[src/rtl/ascon_dec_fsm_if.sv]
// Handshake/control bundle between the Ascon-128 decryption controller and its datapath/FIFOs.
// The controller side uses the slave modport; the environment (datapath, FIFOs, host) uses master.
interface ascon_dec_fsm_if #(
    parameter int CNT_W   = 8,
    parameter int DELAY_W = 8
);
    logic               start_i;
    logic [CNT_W-1:0]   ad_blocks_i;
    logic [CNT_W-1:0]   ct_blocks_i;
    logic [DELAY_W-1:0] delay_i;
    logic               ready_o;
    logic               ad_empty_i;
    logic               ad_pop_o;
    logic               ad_flush_o;
    logic               ct_empty_i;
    logic               ct_pop_o;
    logic               ct_flush_o;
    logic               pt_full_i;
    logic               pt_push_o;
    logic               pt_flush_o;
    logic               load_state_o;
    logic               sel_state_init_o;
    logic               sel_xor_init_o;
    logic               sel_xor_ext_o;
    logic               sel_ct_replace_o;
    logic               sel_xor_dom_sep_o;
    logic               sel_xor_fin_o;
    logic               sel_xor_tag_o;
    logic               sel_ad_o;
    logic               tag_match_i;
    logic               pt_valid_o;
    logic               auth_ok_o;
    logic               auth_fail_o;

    modport slave (
        input  start_i, ad_blocks_i, ct_blocks_i, delay_i,
        input  ad_empty_i, ct_empty_i, pt_full_i, tag_match_i,
        output ready_o, ad_pop_o, ad_flush_o, ct_pop_o, ct_flush_o, pt_push_o, pt_flush_o,
        output load_state_o, sel_state_init_o, sel_xor_init_o, sel_xor_ext_o, sel_ct_replace_o,
        output sel_xor_dom_sep_o, sel_xor_fin_o, sel_xor_tag_o, sel_ad_o,
        output pt_valid_o, auth_ok_o, auth_fail_o
    );

    modport master (
        output start_i, ad_blocks_i, ct_blocks_i, delay_i,
        output ad_empty_i, ct_empty_i, pt_full_i, tag_match_i,
        input  ready_o, ad_pop_o, ad_flush_o, ct_pop_o, ct_flush_o, pt_push_o, pt_flush_o,
        input  load_state_o, sel_state_init_o, sel_xor_init_o, sel_xor_ext_o, sel_ct_replace_o,
        input  sel_xor_dom_sep_o, sel_xor_fin_o, sel_xor_tag_o, sel_ad_o,
        input  pt_valid_o, auth_ok_o, auth_fail_o
    );
endinterface

[src/rtl/ascon_dec_fsm.sv]
// Ascon-128 decryption control FSM: init, AD absorb, CT->PT, finalisation and tag verdict.
// Define ASCON_DEC_PT_GATE_EN to withhold plaintext release until the tag has been verified.
module ascon_dec_fsm #(
    parameter int ROUNDS_A = 12,
    parameter int ROUNDS_B = 6,
    parameter int CNT_W    = 8,
    parameter int DELAY_W  = 8
) (
    input  logic               clk_i,
    input  logic               rst_i,
    ascon_dec_fsm_if.slave     bus
);
    localparam int RND_MAX = (ROUNDS_A > ROUNDS_B) ? ROUNDS_A : ROUNDS_B;
    localparam int RND_W   = $clog2(RND_MAX + 1);

    typedef enum logic [4:0] {
        S_IDLE         = 5'd0,
        S_START        = 5'd1,
        S_WAIT_DELAY   = 5'd2,
        S_INI_STA      = 5'd3,
        S_INI_MID      = 5'd4,
        S_INI_END      = 5'd5,
        S_WAIT_AD      = 5'd6,
        S_AD_STA       = 5'd7,
        S_AD_MID       = 5'd8,
        S_AD_END       = 5'd9,
        S_WAIT_CT      = 5'd10,
        S_CT_STA       = 5'd11,
        S_CT_MID       = 5'd12,
        S_CT_END       = 5'd13,
        S_WAIT_LAST_CT = 5'd14,
        S_FIN_STA      = 5'd15,
        S_FIN_MID      = 5'd16,
        S_FIN_END      = 5'd17,
        S_CHECK        = 5'd18,
        S_DONE         = 5'd19
    } state_t;

    state_t             state_q, state_d;
    logic [RND_W-1:0]   round_q, round_d;
    logic [DELAY_W-1:0] timer_q, timer_d;
    logic [CNT_W-1:0]   ad_rem_q, ad_rem_d;
    logic [CNT_W-1:0]   ct_rem_q, ct_rem_d;
    logic               flag_q, flag_d;

    logic ready_s, ad_pop_s, ad_flush_s, ct_pop_s, ct_flush_s, pt_push_s, pt_flush_s;
    logic load_state_s, sel_state_init_s, sel_xor_init_s, sel_xor_ext_s, sel_ct_replace_s;
    logic sel_xor_dom_sep_s, sel_xor_fin_s, sel_xor_tag_s, sel_ad_s;
    logic pt_valid_s, auth_ok_s, auth_fail_s;
    logic io_ready_s;

    // After the domain separator the last CT block always goes through the p^a path.
    function automatic state_t ct_entry(input logic [CNT_W-1:0] rem);
        return (rem == CNT_W'(1)) ? S_WAIT_LAST_CT : S_WAIT_CT;
    endfunction

    assign io_ready_s = !bus.ct_empty_i && !bus.pt_full_i;

    // Next-state, counter updates and state-decoded outputs.
    always_comb begin
        state_d           = state_q;
        round_d           = round_q;
        timer_d           = timer_q;
        ad_rem_d          = ad_rem_q;
        ct_rem_d          = ct_rem_q;
        flag_d            = flag_q;
        ready_s           = 1'b0;
        ad_pop_s          = 1'b0;
        ad_flush_s        = 1'b0;
        ct_pop_s          = 1'b0;
        ct_flush_s        = 1'b0;
        pt_push_s         = 1'b0;
        pt_flush_s        = 1'b0;
        load_state_s      = 1'b0;
        sel_state_init_s  = 1'b0;
        sel_xor_init_s    = 1'b0;
        sel_xor_ext_s     = 1'b0;
        sel_ct_replace_s  = 1'b0;
        sel_xor_dom_sep_s = 1'b0;
        sel_xor_fin_s     = 1'b0;
        sel_xor_tag_s     = 1'b0;
        sel_ad_s          = 1'b0;
        pt_valid_s        = 1'b0;
        auth_ok_s         = 1'b0;
        auth_fail_s       = 1'b0;

        case (state_q)
            S_IDLE: begin
                ready_s    = 1'b1;
                ad_flush_s = 1'b1;
                ct_flush_s = 1'b1;
                pt_flush_s = 1'b1;
                state_d    = bus.start_i ? S_START : S_IDLE;
            end
            S_START: begin
                ad_rem_d = bus.ad_blocks_i;
                ct_rem_d = (bus.ct_blocks_i == CNT_W'(0)) ? CNT_W'(1) : bus.ct_blocks_i;
                round_d  = RND_W'(ROUNDS_A);
                timer_d  = bus.delay_i;
                state_d  = S_WAIT_DELAY;
            end
            S_WAIT_DELAY: begin
                if (timer_q == DELAY_W'(0)) begin
                    state_d = S_INI_STA;
                end else begin
                    timer_d = timer_q - DELAY_W'(1);
                end
            end
            S_INI_STA: begin
                load_state_s     = 1'b1;
                sel_state_init_s = 1'b1;
                round_d          = round_q - RND_W'(1);
                state_d          = S_INI_MID;
            end
            S_INI_MID: begin
                load_state_s = 1'b1;
                round_d      = round_q - RND_W'(1);
                state_d      = (round_q == RND_W'(1)) ? S_INI_END : S_INI_MID;
            end
            S_INI_END: begin
                load_state_s   = 1'b1;
                sel_xor_init_s = 1'b1;
                if (ad_rem_q == CNT_W'(0)) begin
                    sel_xor_dom_sep_s = 1'b1;
                    state_d           = ct_entry(ct_rem_q);
                end else begin
                    state_d = S_WAIT_AD;
                end
            end
            S_WAIT_AD: begin
                round_d = RND_W'(ROUNDS_B);
                state_d = bus.ad_empty_i ? S_WAIT_AD : S_AD_STA;
            end
            S_AD_STA: begin
                load_state_s  = 1'b1;
                sel_ad_s      = 1'b1;
                sel_xor_ext_s = 1'b1;
                ad_pop_s      = 1'b1;
                ad_rem_d      = ad_rem_q - CNT_W'(1);
                round_d       = round_q - RND_W'(1);
                state_d       = S_AD_MID;
            end
            S_AD_MID: begin
                load_state_s = 1'b1;
                round_d      = round_q - RND_W'(1);
                state_d      = (round_q == RND_W'(1)) ? S_AD_END : S_AD_MID;
            end
            S_AD_END: begin
                load_state_s = 1'b1;
                if (ad_rem_q == CNT_W'(0)) begin
                    sel_xor_dom_sep_s = 1'b1;
                    state_d           = ct_entry(ct_rem_q);
                end else begin
                    state_d = S_WAIT_AD;
                end
            end
            S_WAIT_CT: begin
                round_d = RND_W'(ROUNDS_B);
                state_d = io_ready_s ? S_CT_STA : S_WAIT_CT;
            end
            S_CT_STA: begin
                load_state_s     = 1'b1;
                sel_xor_ext_s    = 1'b1;
                sel_ct_replace_s = 1'b1;
                ct_pop_s         = 1'b1;
                pt_push_s        = 1'b1;
                ct_rem_d         = ct_rem_q - CNT_W'(1);
                round_d          = round_q - RND_W'(1);
                state_d          = S_CT_MID;
            end
            S_CT_MID: begin
                load_state_s = 1'b1;
                round_d      = round_q - RND_W'(1);
                state_d      = (round_q == RND_W'(1)) ? S_CT_END : S_CT_MID;
            end
            S_CT_END: begin
                load_state_s = 1'b1;
                state_d      = ct_entry(ct_rem_q);
            end
            S_WAIT_LAST_CT: begin
                round_d = RND_W'(ROUNDS_A);
                state_d = io_ready_s ? S_FIN_STA : S_WAIT_LAST_CT;
            end
            S_FIN_STA: begin
                load_state_s     = 1'b1;
                sel_xor_ext_s    = 1'b1;
                sel_ct_replace_s = 1'b1;
                sel_xor_fin_s    = 1'b1;
                ct_pop_s         = 1'b1;
                pt_push_s        = 1'b1;
                ct_rem_d         = ct_rem_q - CNT_W'(1);
                round_d          = round_q - RND_W'(1);
                state_d          = S_FIN_MID;
            end
            S_FIN_MID: begin
                load_state_s = 1'b1;
                round_d      = round_q - RND_W'(1);
                state_d      = (round_q == RND_W'(1)) ? S_FIN_END : S_FIN_MID;
            end
            S_FIN_END: begin
                load_state_s  = 1'b1;
                sel_xor_tag_s = 1'b1;
                state_d       = S_CHECK;
            end
            S_CHECK: begin
                flag_d  = bus.tag_match_i;
`ifdef ASCON_DEC_PT_GATE_EN
                pt_flush_s = !bus.tag_match_i;
`endif
                state_d = S_DONE;
            end
            S_DONE: begin
                auth_ok_s   = flag_q;
                auth_fail_s = !flag_q;
`ifdef ASCON_DEC_PT_GATE_EN
                pt_valid_s  = flag_q;
`endif
                state_d     = bus.start_i ? S_DONE : S_IDLE;
            end
            default: begin
                state_d = S_IDLE;
            end
        endcase

`ifndef ASCON_DEC_PT_GATE_EN
        pt_valid_s = pt_push_s;
`endif
    end

    // State and counter registers; reset returns to IDLE with everything cleared.
    always_ff @(posedge clk_i or posedge rst_i) begin
        if (rst_i) begin
            state_q  <= S_IDLE;
            round_q  <= RND_W'(0);
            timer_q  <= DELAY_W'(0);
            ad_rem_q <= CNT_W'(0);
            ct_rem_q <= CNT_W'(0);
            flag_q   <= 1'b0;
        end else begin
            state_q  <= state_d;
            round_q  <= round_d;
            timer_q  <= timer_d;
            ad_rem_q <= ad_rem_d;
            ct_rem_q <= ct_rem_d;
            flag_q   <= flag_d;
        end
    end

    assign bus.ready_o           = ready_s;
    assign bus.ad_pop_o          = ad_pop_s;
    assign bus.ad_flush_o        = ad_flush_s;
    assign bus.ct_pop_o          = ct_pop_s;
    assign bus.ct_flush_o        = ct_flush_s;
    assign bus.pt_push_o         = pt_push_s;
    assign bus.pt_flush_o        = pt_flush_s;
    assign bus.load_state_o      = load_state_s;
    assign bus.sel_state_init_o  = sel_state_init_s;
    assign bus.sel_xor_init_o    = sel_xor_init_s;
    assign bus.sel_xor_ext_o     = sel_xor_ext_s;
    assign bus.sel_ct_replace_o  = sel_ct_replace_s;
    assign bus.sel_xor_dom_sep_o = sel_xor_dom_sep_s;
    assign bus.sel_xor_fin_o     = sel_xor_fin_s;
    assign bus.sel_xor_tag_o     = sel_xor_tag_s;
    assign bus.sel_ad_o          = sel_ad_s;
    assign bus.pt_valid_o        = pt_valid_s;
    assign bus.auth_ok_o         = auth_ok_s;
    assign bus.auth_fail_o       = auth_fail_s;
endmodule

[src/flat_wrapper.sv]
// flat-port wrapper written by rule: the top's interface ports become plain ports
module ascon_dec_fsm_flat 
#(
    parameter int ROUNDS_A = 12,
    parameter int ROUNDS_B = 6,
    parameter int CNT_W    = 8,
    parameter int DELAY_W  = 8
)
  (clk_i, rst_i, bus_start_i, bus_ad_blocks_i, bus_ct_blocks_i, bus_delay_i, bus_ad_empty_i, bus_ct_empty_i, bus_pt_full_i, bus_tag_match_i, bus_ready_o, bus_ad_pop_o, bus_ad_flush_o, bus_ct_pop_o, bus_ct_flush_o, bus_pt_push_o, bus_pt_flush_o, bus_load_state_o, bus_sel_state_init_o, bus_sel_xor_init_o, bus_sel_xor_ext_o, bus_sel_ct_replace_o, bus_sel_xor_dom_sep_o, bus_sel_xor_fin_o, bus_sel_xor_tag_o, bus_sel_ad_o, bus_pt_valid_o, bus_auth_ok_o, bus_auth_fail_o);
  ascon_dec_fsm_if #(.CNT_W(CNT_W), .DELAY_W(DELAY_W)) bus_i ();
  input  logic clk_i;
  input  logic rst_i;
  input wire logic [$bits(bus_i.start_i)-1:0] bus_start_i;
  input wire logic [$bits(bus_i.ad_blocks_i)-1:0] bus_ad_blocks_i;
  input wire logic [$bits(bus_i.ct_blocks_i)-1:0] bus_ct_blocks_i;
  input wire logic [$bits(bus_i.delay_i)-1:0] bus_delay_i;
  input wire logic [$bits(bus_i.ad_empty_i)-1:0] bus_ad_empty_i;
  input wire logic [$bits(bus_i.ct_empty_i)-1:0] bus_ct_empty_i;
  input wire logic [$bits(bus_i.pt_full_i)-1:0] bus_pt_full_i;
  input wire logic [$bits(bus_i.tag_match_i)-1:0] bus_tag_match_i;
  output wire logic [$bits(bus_i.ready_o)-1:0] bus_ready_o;
  output wire logic [$bits(bus_i.ad_pop_o)-1:0] bus_ad_pop_o;
  output wire logic [$bits(bus_i.ad_flush_o)-1:0] bus_ad_flush_o;
  output wire logic [$bits(bus_i.ct_pop_o)-1:0] bus_ct_pop_o;
  output wire logic [$bits(bus_i.ct_flush_o)-1:0] bus_ct_flush_o;
  output wire logic [$bits(bus_i.pt_push_o)-1:0] bus_pt_push_o;
  output wire logic [$bits(bus_i.pt_flush_o)-1:0] bus_pt_flush_o;
  output wire logic [$bits(bus_i.load_state_o)-1:0] bus_load_state_o;
  output wire logic [$bits(bus_i.sel_state_init_o)-1:0] bus_sel_state_init_o;
  output wire logic [$bits(bus_i.sel_xor_init_o)-1:0] bus_sel_xor_init_o;
  output wire logic [$bits(bus_i.sel_xor_ext_o)-1:0] bus_sel_xor_ext_o;
  output wire logic [$bits(bus_i.sel_ct_replace_o)-1:0] bus_sel_ct_replace_o;
  output wire logic [$bits(bus_i.sel_xor_dom_sep_o)-1:0] bus_sel_xor_dom_sep_o;
  output wire logic [$bits(bus_i.sel_xor_fin_o)-1:0] bus_sel_xor_fin_o;
  output wire logic [$bits(bus_i.sel_xor_tag_o)-1:0] bus_sel_xor_tag_o;
  output wire logic [$bits(bus_i.sel_ad_o)-1:0] bus_sel_ad_o;
  output wire logic [$bits(bus_i.pt_valid_o)-1:0] bus_pt_valid_o;
  output wire logic [$bits(bus_i.auth_ok_o)-1:0] bus_auth_ok_o;
  output wire logic [$bits(bus_i.auth_fail_o)-1:0] bus_auth_fail_o;
  assign bus_i.start_i = bus_start_i;
  assign bus_i.ad_blocks_i = bus_ad_blocks_i;
  assign bus_i.ct_blocks_i = bus_ct_blocks_i;
  assign bus_i.delay_i = bus_delay_i;
  assign bus_i.ad_empty_i = bus_ad_empty_i;
  assign bus_i.ct_empty_i = bus_ct_empty_i;
  assign bus_i.pt_full_i = bus_pt_full_i;
  assign bus_i.tag_match_i = bus_tag_match_i;
  assign bus_ready_o = bus_i.ready_o;
  assign bus_ad_pop_o = bus_i.ad_pop_o;
  assign bus_ad_flush_o = bus_i.ad_flush_o;
  assign bus_ct_pop_o = bus_i.ct_pop_o;
  assign bus_ct_flush_o = bus_i.ct_flush_o;
  assign bus_pt_push_o = bus_i.pt_push_o;
  assign bus_pt_flush_o = bus_i.pt_flush_o;
  assign bus_load_state_o = bus_i.load_state_o;
  assign bus_sel_state_init_o = bus_i.sel_state_init_o;
  assign bus_sel_xor_init_o = bus_i.sel_xor_init_o;
  assign bus_sel_xor_ext_o = bus_i.sel_xor_ext_o;
  assign bus_sel_ct_replace_o = bus_i.sel_ct_replace_o;
  assign bus_sel_xor_dom_sep_o = bus_i.sel_xor_dom_sep_o;
  assign bus_sel_xor_fin_o = bus_i.sel_xor_fin_o;
  assign bus_sel_xor_tag_o = bus_i.sel_xor_tag_o;
  assign bus_sel_ad_o = bus_i.sel_ad_o;
  assign bus_pt_valid_o = bus_i.pt_valid_o;
  assign bus_auth_ok_o = bus_i.auth_ok_o;
  assign bus_auth_fail_o = bus_i.auth_fail_o;
  ascon_dec_fsm #(.ROUNDS_A(ROUNDS_A), .ROUNDS_B(ROUNDS_B), .CNT_W(CNT_W), .DELAY_W(DELAY_W)) u_core (.clk_i(clk_i), .rst_i(rst_i), .bus(bus_i));
endmodule
[config.mk]
export PLATFORM = sky130hd
export DESIGN_NAME = ascon_dec_fsm_flat
export DESIGN_NICKNAME = d
export VERILOG_FILES = /design/src/rtl/ascon_dec_fsm_if.sv /design/src/rtl/ascon_dec_fsm.sv /design/src/flat_wrapper.sv
export SDC_FILE = /design/constraint.sdc
export NUM_CORES = 1
export LEC_CHECK = 0
export CAP_MARGIN = 20
export CORE_ASPECT_RATIO = 0.6
export CORE_MARGIN = 1
export CORE_UTILIZATION = 56
export CTS_CLUSTER_SIZE = 28
export DETAILED_ROUTE_END_ITERATION = 8
export PLACE_DENSITY = 0.88
export SYNTH_ARGS = -nofsm -noshare
export SYNTH_HDL_FRONTEND = slang
export SYNTH_SLANG_ARGS = --single-unit
export TNS_END_PERCENT = 100
[constraint.sdc]
create_clock -name clk_i -period 3.6 [get_ports clk_i]
set_clock_uncertainty 0.1 [all_clocks]
set_input_delay 0.36 -clock clk_i [delete_from_list [all_inputs] [get_ports clk_i]]
set_output_delay 0.36 -clock clk_i [all_outputs]
set_load 0.1 [all_outputs]
==> results of run 1 <==
cells in the mapped netlist, types with 6 or more instances:
cell type,n
o21ai_0,16
a21oi_1,6
ha_1,8
nand3_1,11
dfrtp_1,34
buf_4,8
nand2_1,24
nand2b_1,6
nor3_1,16
o211ai_1,6
inv_1,16
nor2_1,26
o221ai_1,6
buf_2,6
layout make-up:
| type | count | area [um2] |
|---|---|---|
| Clock inverter | 3 | 68.8 |
| Clock buffer | 5 | 68.8 |
| Tap cell | 60 | 75.1 |
| Inverter | 17 | 65.1 |
| Sequential cell | 34 | 851 |
| Timing Repair Buffer | 51 | 458 |
| Multi-Input combinational cell | 215 | 1410 |
| Fill cell | 330 | 1150 |
power groups by stage:
| stage | Combinational, mW | Sequential (mW) | Clock [mW] |
|---|---|---|---|
| 2_1_floorplan | 1.34 | 0.702 | 0 |
| 5_1_grt | 1.69 | 0.860 | 0.453 |
| 3_5_place_dp | 1.54 | 0.821 | 0 |
| 3_3_place_gp | 1.50 | 0.813 | 0 |
| 4_1_cts | 1.55 | 0.820 | 0.435 |
| 6_report | 1.57 | 0.835 | 0.432 |
per-layer routing:
layer,GRT usage,part of all wire
met1,0.438,0.45
met2,0.466,0.45
met3,0.0702,0.095
met4,0.0601,0.0046
met5,0,0
flip-flops by register name (all words and copies together), names as in the netlist:
register and flops:
u_core.ad_rem_q 8, u_core.ct_rem_q 8, u_core.flag_q 1, u_core.round_q 4, u_core.state_q 5, u_core.timer_q 8
metrics by stage:
| stage | instances | util |
|---|---|---|
| after floorplan | 286 | - |
| after CTS | 385 | 0.723 |
| after global routing | 385 | 0.723 |
| after global placement | 377 | 0.690 |
| after detailed placement | 377 | 0.690 |
| final | 385 | 0.723 |
path summary, 6_finish.rpt:
| path | startpoint | end | cells after the start |
|---|---|---|---|
| max in group asynchronous | rst_i | u_core.round_q[1] | 3 |
| worst max-delay path | u_core.state_q[0] | bus_ad_pop_o | 4 |
| min in group clk_i | u_core.ct_rem_q[7] | u_core.ct_rem_q[7] | 1 |
| worst min-delay path | rst_i | u_core.ad_rem_q[7] | 3 |
| worst max register to register | u_core.state_q[4] | u_core.ct_rem_q[0] | 4 |
| worst min register to register | u_core.ct_rem_q[7] | u_core.ct_rem_q[7] | 1 |
layout by cell type (no fill, tap or decap), types with 5 or more instances in the layout:
cell type	instances
a211oi_1	5
nand2b_1	6
clkbuf_8	5
o211ai_1	6
o221ai_1	6
dfrtp_1	34
nand2_1	24
ha_1	8
nor2_1	26
nor3_1	16
a21oi_1	6
nand3_1	11
clkdlybuf4s50_1	30
o21ai_0	16
inv_1	16
buf_4	21
tightest hold or removal path: stages:
cell and delay, ns:
clkdlybuf4s50_1 0.39, inv_1 0.05, buf_4 0.38
cell families after synthesis:
logic type,Yosys count,synth area share
multiplexers,4,0.0179
XOR/XNOR,2,0.00716
flip-flops,34,0.348
AO/OA/AOI/OAI,84,0.261
buffers and inverters,37,0.0757
adder cells (fa/ha/maj),8,0.0409
AND/OR/NAND/NOR,117,0.250
==> flow_metrics.env, run 1 <==
export IMPL_cts_tree="yes"
export IMPL_ant_nets=0
export IMPL_critPathMaxFanout=23
export IMPL_design_area_mm2=0.00300
export IMPL_synth_nets=325
export IMPL_grt_usage=0.304
export IMPL_power_frac_seq=0.295
export IMPL_power_switching_share=0.510
export IMPL_clkPwrFrac=0.153
export IMPL_powerDensity_mw_per_mm2=945
export IMPL_p_int_mw=1.39
export IMPL_report_final_slew_viol_count=0
export IMPL_status="finished, final reports clean"
export IMPL_insertion_delay_ns=0.28
export IMPL_rows=18
export IMPL_synth_avg_cell_area_um2=8.56
export IMPL_routed_via_density=6.37
export IMPL_dieArea_mm2=0.00465
export IMPL_routedWlPerCell_um=17.4
export IMPL_cts_repair_resized=0
export IMPL_placed_area_mm2=0.00286
export IMPL_slew_headroom=0.519
export IMPL_r2r_setup_slack_ns=1.04
export IMPL_drc=0
export IMPL_num_vias=2452
export IMPL_yosysTopAreaCell="dfrtp_1"
export IMPL_path_buf_inv=2
export IMPL_root_buffer="clkbuf_8"
export IMPL_synth_yosys_seq_area_share=0.348
export IMPL_cts_hold_buf=0
export IMPL_area_growth_pct=22.5
export IMPL_ir_worst_vdd_mv=0.547
export IMPL_final_hold_violation_count=0
export IMPL_core_area_mm2=0.00414
export IMPL_synth_edff_count=0
export IMPL_first_global_vias=2258
export IMPL_netlist_instances=286
export IMPL_synth_area_mm2=0.00245
export IMPL_yosys_cell_types_count=61
export IMPL_worst_ep_required_time_ns=3.14
export IMPL_finalSetupViolations=0
export IMPL_die_h_um=53.2
export IMPL_drv_cap=0
export IMPL_p_switching_mw=1.44
export IMPL_cts_htree_levels=2
export IMPL_drt_first_pass_iters=5
export IMPL_grt_start_max_net_pins=35
export IMPL_p_leak_nw=1.22
export IMPL_worstSetupPathType="flip-flop to output port"
export IMPL_clk_pin_slew_worst_paths_ns=0.08
export IMPL_place_ws_ns=1.12
export IMPL_drive_above_1_share=0.145
export IMPL_fin_tns_setup_ns=0
export IMPL_worstPathArrival_ns=2.33
export IMPL_first_iter_violations=163
export IMPL_clock_sinks=34
export IMPL_synth_area_leaders="dfrtp_1, ha_1, nor2_1, nand2_1, nor3_1"
export IMPL_clock_path_buffers=2
export IMPL_gr_total_overflow=0
export IMPL_worstMarginPinSlew_ns=0.721
export IMPL_io_pin_count=50
export IMPL_max_freq_mhz=358
export IMPL_power_total_mw=2.83
export IMPL_post_dp_hpwl_um=4720
export IMPL_drt_wl_total_um=6710
export IMPL_synth_main_ff_cell="dfrtp_1"
export IMPL_slowest_stage="dfrtp_1"
export IMPL_fin_nets=363
export IMPL_portBuffers=49
export IMPL_finalWorstSetupSlack_ns=0.807
export IMPL_min_period_ns=2.79
export IMPL_hold_slack_ns=0.365
export IMPL_async_flop_share=1.00
export IMPL_cp_cell_sequence="nand3b_1, or2_4, clkinv_2, buf_4"
export IMPL_synth_top_area_share=0.348
export IMPL_yosys_warnings=0
export IMPL_num_antenna_cells=0
export IMPL_slowest_delay_ns=0.76
export IMPL_place_congestion=0.956
export IMPL_antenna_found_initial=0
export IMPL_critPathLaunchType="flip-flop"
export IMPL_synth_seq_cells=34
export IMPL_grt_pass1_wl_um=10700
export IMPL_critPathCaptureType="output port"
export IMPL_cts_buffers=5
export IMPL_cts_setup_buffers=0
export IMPL_initial_utilization=0.591
export IMPL_cp_top_family="simple AND/OR/NAND/NOR gates"
export IMPL_finalCritPeriodShare=0.776
export IMPL_p_comb_frac=0.553
export IMPL_rsz0062_at_grt="false"
export IMPL_die_x_um=87.3
export IMPL_hp_class="primary input to asynchronous set/reset pin"
Power figures use the tool's default switching activity.
==> inputs of run 2 (changes only) <==
Settings changed: CORE_UTILIZATION 56 to 52, PLACE_DENSITY 0.88 to 0.83.
Clock period 3.6 ns to 2.71 ns, I/O delays scaled along.
==> flow_metrics.env, run 2 (synthesis gave the netlist of run 1 again) <==
export IMPL_drt_wl_total_um=6770
export IMPL_grt_usage=0.294
export IMPL_utilization=0.759
export IMPL_max_freq_mhz=403
export IMPL_cts_buffers=5
export IMPL_hp_class="primary input to asynchronous set/reset pin"
export IMPL_area_growth_pct=33.5
export IMPL_post_dp_hpwl_um=4890
export IMPL_finalNonFillerCells=391
export IMPL_routedWlPerCell_um=17.3
export IMPL_critPathLaunchType="flip-flop"
export IMPL_layout_common_cells="dfrtp_1, clkdlybuf4s50_1, nor2_1"
export IMPL_worstSetupPathType="flip-flop to output port"
export IMPL_io_pin_count=50
export IMPL_worst_ep_required_time_ns=2.34
export IMPL_fin_nets=369
export IMPL_fillCellCount=297
export IMPL_rows=18
export IMPL_p_leak_nw=1.28
export IMPL_gr_total_overflow=0
export IMPL_crit_path_end="bus_auth_fail_o"
export IMPL_place_inst=383
export IMPL_ant_nets=0
export IMPL_rr_startpoint="u_core.state_q[2]"
export IMPL_drive_above_1_share=0.169
export IMPL_clk_pin_slew_worst_paths_ns=0.08
export IMPL_first_global_vias=2325
export IMPL_drv_cap=0
export IMPL_status="finished, final reports clean"
export IMPL_grt_pass1_wl_um=11200
export IMPL_fin_tns_setup_ns=0
export IMPL_die_x_um=90.6
export IMPL_slowest_delay_ns=0.54
export IMPL_first_iter_violations=146
export IMPL_finalCritPeriodShare=0.916
export IMPL_grt_start_max_net_pins=35
export IMPL_final_common_cell="dfrtp_1"
export IMPL_setup_worst_path_start="u_core.state_q[3]"
export IMPL_placed_area_mm2=0.00315
export IMPL_multi_input_area_mm2=0.00142
export IMPL_clock_sinks=34
export IMPL_place_congestion=0.954
export IMPL_regArea_um2=851
export IMPL_finalWorstSetupSlack_ns=0.228
export IMPL_root_buffer="clkbuf_8"
export IMPL_insertion_delay_ns=0.30
export IMPL_core_area_mm2=0.00430
export IMPL_worstPathArrival_ns=2.11
export IMPL_cts_htree_levels=2
export IMPL_final_hold_violation_count=0
export IMPL_powerDensity_mw_per_mm2=1200
export IMPL_cts_setup_buffers=0
export IMPL_finalSetupViolations=0
export IMPL_routed_via_density=6.32
export IMPL_critPathMaxFanout=15
export IMPL_reg2regPathDepth=5
export IMPL_portBuffers=49
export IMPL_rsz0062_at_grt="false"
export IMPL_worstMarginPinSlew_ns=0.573
export IMPL_ir_worst_vdd_mv=0.683
export IMPL_r2r_setup_slack_ns=0.45
export IMPL_cts_tree="yes"
export IMPL_place_ws_ns=0.505
export IMPL_hold_slack_ns=0.265
export IMPL_min_period_ns=2.48
export IMPL_dieArea_mm2=0.00499
export IMPL_power_total_mw=3.92
export IMPL_r2r_end="u_core.ct_rem_q[7]"
export IMPL_report_final_slew_viol_count=0
export IMPL_critPathCaptureType="output port"
export IMPL_cts_hold_buf=0
export IMPL_die_h_um=55.1
export IMPL_initial_utilization=0.569
export IMPL_clock_path_buffers=2
export IMPL_antenna_found_initial=0
export IMPL_num_vias=2471
export IMPL_drt_first_pass_iters=6
export IMPL_design_area_mm2=0.00327
export IMPL_slowest_stage="dfrtp_1"
export IMPL_top_regs="u_core.ad_rem_q: 8 flops, u_core.ct_rem_q: 8 flops, u_core.timer_q: 8 flops"
export IMPL_cts_repair_resized=0
export IMPL_slew_headroom=0.617
export IMPL_drc=0
export IMPL_num_antenna_cells=0
export IMPL_cp_cell_sequence="nor2_1, nand2_1, nor3_1, buf_12"
==> run 2: area by class of cell <==
type / instances / area share
multi-input cells: 215 / 0.435
flip-flops and latches: 34 / 0.260
repair buffers: 57 / 0.227
well taps: 60 / 0.0230
clock buffers: 5 / 0.0211
inverters: 17 / 0.0199
clock inverters: 3 / 0.0138
==> run 2: worst max-delay path, delay by kind of cell (launching register included) <==
kind,cells,cell delay (ns)
buffers and inverters,1,0.23
AND/OR/NAND/NOR,3,1.05
flip-flops,1,0.54
==> run 2: per-layer routing <==
metal,up-vias,routed length [um],global-route usage
met4,0,82,0.110
met3,12,612,0.0738
met2,118,2980,0.468
met1,1193,3100,0.395
li1,1148,-,-
met5,-,0,0
==> run 2: worst min path at each step <==
stage	to	startpoint	cells past startpoint
floorplan	u_core.timer_q[6]	bus_delay_i[6]	2
global placement	u_core.ct_rem_q[7]	u_core.ct_rem_q[7]	1
detailed placement	u_core.ct_rem_q[7]	u_core.ct_rem_q[7]	1
CTS	u_core.ct_rem_q[2]	rst_i	3
global route	u_core.ad_rem_q[7]	rst_i	3
finish	u_core.ct_rem_q[2]	rst_i	3
==> run 2: where the power goes <==
group          internal, mW  total (mW)  switching, mW
Sequential            0.747        1.06          0.314
Combinational         0.921        2.37           1.45
Clock                 0.274       0.488          0.214
==> RTL edit: new RTL, settings of run 2 <==
Build with the macro `ASCON_DEC_PT_GATE_EN` defined.
--- a/src/rtl/ascon_dec_fsm.sv
+++ b/src/rtl/ascon_dec_fsm.sv
@@ -1,5 +1,7 @@
 // Ascon-128 decryption control FSM: init, AD absorb, CT->PT, finalisation and tag verdict.
 // Define ASCON_DEC_PT_GATE_EN to withhold plaintext release until the tag has been verified.
+`define ASCON_DEC_PT_GATE_EN
+
 module ascon_dec_fsm #(
     parameter int ROUNDS_A = 12,
     parameter int ROUNDS_B = 6,
Function: no difference found for any inputs over 10 cycles, from zero or initial values and one cycle with rst_i high; that may be too few to reach the edited logic, so the function may still have changed.
==> RTL edit against run 2 <==
Total power increased by 7.7%. Setup slack better by 0.017 ns. Core utilization decreased by 2.7 points. Sequential cell count stayed put. Wire length is 9.6% higher. Count of clock-buffer cells in the layout up 1. Area after synthesis increased by 3.4%. Critical path depth unchanged. Design area rose by 3.4%. Via count up 5.7%. Synthesized cell count up 4.2%.
==> RTL edit: results (changes against run 2) <==
vias post-DR 2613 (+5.7%); syn nets 337 (+3.7%); first-pass iteration count of the detailed router 5 (-1); main area contributors after synthesis dfrtp_1 34%, nor2_1 4.2%, ha_1 4.0%; Crit-path slowest cell dfrtp_1; status completed; Clock Tree Buf Depth 2 (unchanged); Pleak 1.38 nW (+7.3%); layout cells sized above 1 0.185 (+0.0156); synth warn 0 (unchanged); DR iter-0 viols 339 (+130%); reg2reg end u_core.ad_rem_q[5]; post_cts resized 0 (unchanged); worst r2r path cells 4 (-1); placed cells 396 (+3.4%); unique cell type count in the Yosys netlist 63 (+3.3%); ANT cells 0 (unchanged); wire per inst 18.4 um (+6.1%); fin nets 379 (+2.7%); largest net degree at the start of global routing 35 (unchanged); Clock transition at path regs 0.08 ns (about the same); routability cong. 1.00 (+4.9%); slew margin rel. 0.573 (-0.0442); number of fillers in the final layout 364 (+23%); Crit Path Max Fanout 8 (-7); biggest regs u_core.ad_rem_q (8), u_core.ct_rem_q (8), u_core.timer_q (8); Worst setup endpoint bus_sel_xor_dom_sep_o; initial antenna violation count 0 (unchanged); Post-synth ARST share 1.00 (unchanged); Port Buf Inserts 49 (unchanged); Hold Path Class in -> async; vias in the first global route 2385 (+2.6%); Post-synth top cells 34 x dfrtp_1, 28 x nor2_1, 18 x nor3_1, 18 x o21ai_0, 16 x inv_1; CP max stage delay 0.47 ns (-0.07 ns); CTS buffer count 5 (unchanged); H-tree Lvls 2 (unchanged); sequential fraction of the synthesis area 0.336 (-0.0115); detail-routed via count per cell 6.47 (+2.3%); clk root buf clkbuf_8; CP Launch Point u_core.ad_rem_q[3]; global-route wire length before repair 12200 um (+8.6%); syn avg cell area 8.49 um2 (-0.74%); total track usage 0.306 (+0.0121); reg-to-reg slack, setup 0.52 ns (+0.07 ns); Worst VDD drop 1220 uV (+78%); hpwl dp 5480 um (+12%); CP delay by family, top simple AND/OR/NAND/NOR gates; Placed Area 0.00328 mm2 (+4.1%); Setup Fix Bufs, Post-CTS 0 (unchanged); r2r startpoint u_core.state_q[4]; worst path arrival time 2.09 ns (-0.02 ns); Worst-Skew Late Latency 0.30 ns (about the same)
## RTL edit: power breakdown
part	leakage (nW)	switching, mW	internal [mW]	total, mW
logic	0.923	1.67	1.07	2.75
clock network	0.0472	0.214	0.205	0.419
registers	0.409	0.303	0.754	1.06
## RTL edit: logic make-up (layout without fill, tap and decap cells)
kind of cell	Yosys count	after routing	share of synthesized area
and+or+nand+nor	119	119	0.261
adders and majority gates	8	8	0.0395
muxes	3	3	0.0148
buffers and inverters	41	84	0.0786
AOI/OAI and AO/OA	91	91	0.263
xor gates and xnor gates	2	2	0.00692
DFF	34	34	0.336
## RTL edit: worst reg2reg max path: cells and delay by family (launching register included)
family / cells / cell delay [ns]
compound gates: 2 / 0.39
simple gates: 2 / 0.99
flops: 1 / 0.61
## RTL edit: routing by layer
layer,GRT usage,up-vias,part of all wire
met1,0.476,1249,0.48
li1,-,1198,-
met3,0.0779,8,0.098
met2,0.424,158,0.41
met4,0.0580,0,0.0077
met5,0,-,0
## RTL edit: layout make-up
type | count | area (um2) | share of cell area
multi-input combinational | 223 | 1530 | 0.453
timing repair buffer | 60 | 763 | 0.226
clock inverter | 2 | 12.5 | 0.00370
tap | 63 | 78.8 | 0.0233
clock buffer | 6 | 82.6 | 0.0244
sequential | 34 | 851 | 0.252
inverter | 16 | 60.1 | 0.0178
## RTL edit: stage by stage
step                 util  setup slack, ns  hold slack (ns)  setup TNS, ns
finish              0.733            0.245            0.289              0
global route        0.733           0.0847            0.340              0
CTS                 0.733            0.251            0.318              0
detailed placement  0.712            0.580            0.410              0
global placement    0.712            0.653            0.411              0
floorplan               -           -0.453            0.300          -1.04
## RTL edit: worst min path at each step
| stage | start | to | slack [ns] | cells after the start |
|---|---|---|---|---|
| floorplan | bus_ad_blocks_i[2] | u_core.ad_rem_q[2] | 0.30 | 2 |
| global placement | u_core.ct_rem_q[5] | u_core.ct_rem_q[5] | 0.41 | 1 |
| detailed placement | u_core.ct_rem_q[5] | u_core.ct_rem_q[5] | 0.41 | 1 |
| CTS | rst_i | u_core.ad_rem_q[6] | 0.32 | 3 |
| global route | rst_i | u_core.ad_rem_q[4] | 0.34 | 3 |
| finish | rst_i | u_core.round_q[0] | 0.29 | 3 |
